<file path="src/rtl/div_unit_if.sv">
// div_unit_if: request/response bundle between the execute stage and the
// divider.
//   master (execute stage): drives signed_div_i, opdata1_i, opdata2_i,
//                           start_i, annul_i; receives result_o, ready_o
//   slave  (div_unit)     : the mirror image
interface div_unit_if;
  logic        signed_div_i;
  logic [31:0] opdata1_i;
  logic [31:0] opdata2_i;
  logic        start_i;
  logic        annul_i;
  logic [63:0] result_o;
  logic        ready_o;

  modport master (
    output signed_div_i, opdata1_i, opdata2_i, start_i, annul_i,
    input  result_o, ready_o
  );

  modport slave (
    input  signed_div_i, opdata1_i, opdata2_i, start_i, annul_i,
    output result_o, ready_o
  );
endinterface

</file>
<file path="src/rtl/div_unit.sv">
// div_unit: multi-cycle 32-bit radix-2 restoring divider for DIV/DIVU.
//   clk  : clock, rising edge
//   rst  : synchronous active-high reset
//   bus  : div_unit_if.slave
//          signed_div_i, opdata1_i (dividend), opdata2_i (divisor) sampled
//          with start_i; annul_i aborts an iteration in progress;
//          result_o = {remainder, quotient}, ready_o = result valid.
// Latency: 33 edges after the sampling edge (1 for a zero divisor).
// Build option: define DIV_SIGNED_EN to honour signed_div_i; otherwise
// every division is unsigned and no sign logic is built.
module div_unit (
  input  logic      clk,
  input  logic      rst,
  div_unit_if.slave bus
);

  typedef enum logic [1:0] {
    DIV_FREE    = 2'd0,
    DIV_BY_ZERO = 2'd1,
    DIV_ON      = 2'd2,
    DIV_END     = 2'd3
  } state_t;

  state_t      state;
  logic [5:0]  cnt;
  logic [64:0] dividend;   // {partial remainder[32:0], dividend/quotient[31:0]}
  logic [31:0] divisor;    // divisor magnitude
  logic [64:0] step;
  logic [31:0] mag1, mag2;
  logic [31:0] quo, rem;

`ifdef DIV_SIGNED_EN
  logic neg_q, neg_r;

  // Operand magnitudes; 0x80000000 maps to itself, which is correct
  // when read as unsigned.
  always_comb begin
    mag1 = (bus.signed_div_i && bus.opdata1_i[31]) ? (32'd0 - bus.opdata1_i) : bus.opdata1_i;
    mag2 = (bus.signed_div_i && bus.opdata2_i[31]) ? (32'd0 - bus.opdata2_i) : bus.opdata2_i;
  end

  // Quotient sign follows the sign XOR, remainder follows the dividend.
  always_comb begin
    quo = neg_q ? (32'd0 - dividend[31:0])  : dividend[31:0];
    rem = neg_r ? (32'd0 - dividend[63:32]) : dividend[63:32];
  end
`else
  always_comb begin
    mag1 = bus.opdata1_i;
    mag2 = bus.opdata2_i;
    quo  = dividend[31:0];
    rem  = dividend[63:32];
  end
`endif

  // One restoring step: shift, trial-subtract, set quotient bit.
  always_comb begin
    step = {dividend[63:0], 1'b0};
    if (step[64:32] >= {1'b0, divisor}) begin
      step[64:32] = step[64:32] - {1'b0, divisor};
      step[0]     = 1'b1;
    end
  end

  always_ff @(posedge clk) begin
    if (rst) begin
      state        <= DIV_FREE;
      cnt          <= 6'd0;
      dividend     <= 65'd0;
      divisor      <= 32'd0;
      bus.result_o <= 64'd0;
      bus.ready_o  <= 1'b0;
`ifdef DIV_SIGNED_EN
      neg_q        <= 1'b0;
      neg_r        <= 1'b0;
`endif
    end else begin
      case (state)
        DIV_FREE: begin
          bus.result_o <= 64'd0;
          bus.ready_o  <= 1'b0;
          if (bus.start_i && !bus.annul_i) begin
            if (bus.opdata2_i == 32'd0) begin
              state <= DIV_BY_ZERO;
            end else begin
              state    <= DIV_ON;
              cnt      <= 6'd0;
              dividend <= {33'd0, mag1};
              divisor  <= mag2;
`ifdef DIV_SIGNED_EN
              neg_q    <= bus.signed_div_i && (bus.opdata1_i[31] ^ bus.opdata2_i[31]);
              neg_r    <= bus.signed_div_i && bus.opdata1_i[31];
`endif
            end
          end
        end
        DIV_BY_ZERO: begin
          state        <= DIV_END;
          bus.result_o <= 64'd0;
          bus.ready_o  <= 1'b1;
        end
        DIV_ON: begin
          if (bus.annul_i) begin
            state <= DIV_FREE;
          end else if (cnt != 6'd32) begin
            dividend <= step;
            cnt      <= cnt + 6'd1;
          end else begin
            state        <= DIV_END;
            bus.result_o <= {rem, quo};
            bus.ready_o  <= 1'b1;
            cnt          <= 6'd0;
          end
        end
        DIV_END: begin
          if (!bus.start_i) begin
            state        <= DIV_FREE;
            bus.result_o <= 64'd0;
            bus.ready_o  <= 1'b0;
          end
        end
        default: state <= DIV_FREE;
      endcase
    end
  end

endmodule
</file>
<file path="src/flat_wrapper.sv">
// flat-port wrapper written by rule: the top's interface ports become plain ports
module div_unit_flat 
  (clk, rst, bus_signed_div_i, bus_opdata1_i, bus_opdata2_i, bus_start_i, bus_annul_i, bus_result_o, bus_ready_o);
  div_unit_if bus_i ();
  input  logic clk;
  input  logic rst;
  input wire logic [$bits(bus_i.signed_div_i)-1:0] bus_signed_div_i;
  input wire logic [$bits(bus_i.opdata1_i)-1:0] bus_opdata1_i;
  input wire logic [$bits(bus_i.opdata2_i)-1:0] bus_opdata2_i;
  input wire logic [$bits(bus_i.start_i)-1:0] bus_start_i;
  input wire logic [$bits(bus_i.annul_i)-1:0] bus_annul_i;
  output wire logic [$bits(bus_i.result_o)-1:0] bus_result_o;
  output wire logic [$bits(bus_i.ready_o)-1:0] bus_ready_o;
  assign bus_i.signed_div_i = bus_signed_div_i;
  assign bus_i.opdata1_i = bus_opdata1_i;
  assign bus_i.opdata2_i = bus_opdata2_i;
  assign bus_i.start_i = bus_start_i;
  assign bus_i.annul_i = bus_annul_i;
  assign bus_result_o = bus_i.result_o;
  assign bus_ready_o = bus_i.ready_o;
  div_unit u_core (.clk(clk), .rst(rst), .bus(bus_i));
endmodule
</file>
<file path="config.mk">
export PLATFORM = sky130hd
export DESIGN_NAME = div_unit_flat
export DESIGN_NICKNAME = d
export VERILOG_FILES = /design/src/rtl/div_unit_if.sv /design/src/rtl/div_unit.sv /design/src/flat_wrapper.sv
export SDC_FILE = /design/constraint.sdc
export NUM_CORES = 1
export LEC_CHECK = 0
export CELL_PAD_IN_SITES_DETAIL_PLACEMENT = 0
export CELL_PAD_IN_SITES_GLOBAL_PLACEMENT = 2
export CORE_MARGIN = 3
export CORE_UTILIZATION = 33
export DETAILED_ROUTE_END_ITERATION = 10
export PLACE_DENSITY = 0.79
export SLEW_MARGIN = 0
export SYNTH_ARGS = -nofsm -noshare
export SYNTH_HDL_FRONTEND = slang
export SYNTH_SLANG_ARGS = --single-unit
</file>
<file path="constraint.sdc">
create_clock -name clk -period 3.84 [get_ports clk]
set_clock_uncertainty 0.1 [all_clocks]
set_input_delay 0.768 -clock clk [delete_from_list [all_inputs] [get_ports clk]]
set_output_delay 0.768 -clock clk [all_outputs]
set_load 0.02 [all_outputs]
</file>
==> results.sh <==
export IMPL_outcome="completed"
export IMPL_htree_levels=4
export IMPL_grt_pass1_vias=7401
export IMPL_drc_errors=0
export IMPL_syn_inst=955
export IMPL_vias=7112
export IMPL_synth_seq_cells=169
export IMPL_worst_pin_slew_ps=579
export IMPL_start_kind="flop"
export IMPL_drt_first_iter_violations=311
export IMPL_cp_required_ps=4090
export IMPL_vdd_drop_max_mv=0.246
export IMPL_die_h_um=166
export IMPL_grt_ovfl_total=0
export IMPL_dieArea_um2=27500
export IMPL_cts_hold_buf=0
export IMPL_antenna_found_initial=0
export IMPL_cp_max_fo=4
export IMPL_grt_pass1_wl_um=37900
export IMPL_routed_wirelength_um=22900
export IMPL_area_delta_synth_final_pct=27.7
export IMPL_holdCritStartpoint="u_core.divisor[5]$_SDFFE_PP0P_"
export IMPL_cts_buffer_depth=2
export IMPL_path_class="flop to flop"
export IMPL_final_setup_tns_ps=0
export IMPL_cts_sinks=169
export IMPL_syn_avg_cell_area_um2=8.83
export IMPL_cts_tree="done"
export IMPL_core_area_um2=24700
export IMPL_seq_area_frac_synth_pct=40.1
export IMPL_period_needed_ps=3210
export IMPL_grt_setup_unrepaired="no"
export IMPL_crit_reg2reg_launch="u_core.dividend[31]$_SDFFE_PP0P_"
export IMPL_port_buffers=132
export IMPL_netlist_area_leader_share_pct=40.1
export IMPL_clock_latency_ps=440
export IMPL_setup_viol_count_final=0
export IMPL_via_per_inst=5.07
export IMPL_io_pins=134
export IMPL_async_flop_share_pct=0
export IMPL_diodes=0
export IMPL_path_clk_slew_ps=80
export IMPL_syn_nets=1064
export IMPL_crit_start="u_core.dividend[31]$_SDFFE_PP0P_"
export IMPL_final_core_util_pct=43.5
export IMPL_p_leak_uw=0.00431
export IMPL_start_util_pct=34.1
export IMPL_maxCapViolations=0
export IMPL_final_nets=1176
export IMPL_arrival_ps=3460
export IMPL_cts_root_buf="clkbuf_16"
export IMPL_row_count=57
export IMPL_grt_use_total_pct=16.6
export IMPL_timing_slew_headroom_pct=61.4
export IMPL_slew_viol_final=0
export IMPL_synth_edf_count=0
export IMPL_hold_viol_final=0
export IMPL_post_cts_setup_buffers=0
export IMPL_synth_flop_cell="dfxtp_1"
export IMPL_drt_pass1_iter_count=4
export IMPL_min_path_type="flop to flop"
export IMPL_drive_gt1_share_pct=7.59
export IMPL_hpwlAfterDp_um=16400
export IMPL_fmax_ghz=0.311
export IMPL_wl_per_cell_um=16.3
export IMPL_syn_area_um2=8430
export IMPL_period_share_pct=83.7
export IMPL_power_per_cell_area_nw_per_um2=580
export IMPL_globalplace_congestion=0.811
export IMPL_cts_resized=0
export IMPL_endpoint_kind="flop"
export IMPL_fp_dieW_um=166
export IMPL_ys_types=66
export IMPL_yosysWarnings=0
export IMPL_synth_area_top_cells="dfxtp_1, mux2i_1, nor2_1"
export IMPL_antenna_left=0
export IMPL_synth_top_area_cell="dfxtp_1"
export IMPL_cts_buffers=17
export IMPL_grt_max_degree=53
## state kept, by name, summed over array words and instances, names as in the netlist
| register | flops |
|---|---|
| u_core.bus.ready_o | 1 |
| u_core.cnt | 6 |
| u_core.dividend | 64 |
| u_core.bus.result_o | 64 |
| u_core.divisor | 32 |
| u_core.state | 2 |
## layout by cell type, fill, tap and decap left out, types with 8 or more instances in the layout
cell,Yosys,routed
a22oi_1,64,64
ha_1,39,38
a22o_1,15,15
xnor2_1,17,17
buf_12,0,8
nor3_1,10,10
o21ai_0,38,38
a32oi_1,10,10
buf_4,3,16
a21oi_1,34,34
clkdlybuf4s50_1,0,131
nand2_1,55,54
dfxtp_1,169,169
mux2i_1,68,68
inv_1,42,42
clkbuf_16,0,17
nor4_1,9,9
a21o_1,20,20
nor2_1,161,159
nand4_1,8,8
a211oi_1,33,33
xor2_1,14,14
## cells in the mapped netlist, types with 3 or more instances
master	instances
dfxtp_1	169
nor2_1	161
mux2i_1	68
a22oi_1	64
nand2_1	55
clkbuf_1	42
inv_1	42
ha_1	39
o21ai_0	38
a21oi_1	34
a211oi_1	33
a21o_1	20
xnor2_1	17
a22o_1	15
xor2_1	14
a32oi_1	10
nor3_1	10
nor4_1	9
and3_1	8
nand4_1	8
o21a_1	7
o31ai_1	7
buf_1	6
buf_2	6
nor2b_1	5
a211o_1	4
o21ai_1	4
a21o_2	3
buf_4	3
clkbuf_8	3
nand3_1	3
nand4b_1	3
o21bai_1	3
or3_1	3
## worst max-delay path, stage by stage (launching register included)
cell	delay, ps
dfxtp_1	350
inv_1	70
ha_1	150
inv_1	50
fa_1	410
a21o_1	190
a21oi_2	230
o211a_4	220
nor3_1	100
o31ai_1	390
nand2_1	190
a311oi_1	370
xor2_1	120
o31ai_1	190
## power breakdown
group	internal, uW	switching [uW]
Clock	883	861
Sequential	1920	128
Combinational	1040	1410
Total	3840	2400
## path summary, 6_finish.rpt
path	endpoint	slack (ps)	cells past startpoint
worst max-delay path	u_core.dividend[60]$_SDFFE_PP0P_	630	13
worst min-delay path	u_core.divisor[5]$_SDFFE_PP0P_	400	2
worst max register to register	u_core.dividend[60]$_SDFFE_PP0P_	630	13
worst min register to register	u_core.divisor[5]$_SDFFE_PP0P_	400	2
## cell families (layout without fill, tap and decap cells)
family                   Yosys count  count (layout)  share of synthesized area (%)
AND/OR/NAND/NOR                  282             282                           14.9
AO/OA/AOI/OAI                    261             261                           22.4
flip-flops                       169             169                           40.1
buffers and inverters            104             229                           5.31
multiplexers                      68              68                           8.07
adder cells (fa/ha/maj)           40              40                           6.02
XOR/XNOR                          31              31                           3.22
## metal layers
metal / part of all wire, % / global-route usage (%)
met2: 48 / 29.0
met5: 0 / 0
met3: 5.6 / 4.67
met4: 0.98 / 3.94
met1: 46 / 20.3
## area by class of cell
type	instances	area (um2)
Tap cell	324	405
Sequential cell	169	3380
Clock buffer	17	425
Clock inverter	15	166
Multi-Input combinational cell	682	4640
Fill cell	2464	14000
Inverter	42	158
Timing Repair Buffer	155	1590
## per-stage QoR
| stage | hold slack [ps] | instances | power (uW) | instance area (um2) | setup WS (ps) |
|---|---|---|---|---|---|
| 2_1_floorplan | 355 | 955 | 3910 | 8430 | 1130 |
| 3_3_place_gp | 377 | 1372 | 4570 | 10200 | 411 |
| 3_5_place_dp | 387 | 1372 | 4570 | 10200 | 404 |
| 4_1_cts | 403 | 1404 | 6340 | 10800 | 576 |
| 5_1_grt | 428 | 1404 | 6680 | 10800 | 361 |
| 6_report | 398 | 1404 | 6240 | 10800 | 628 |
Power figures use the tool's default switching activity.
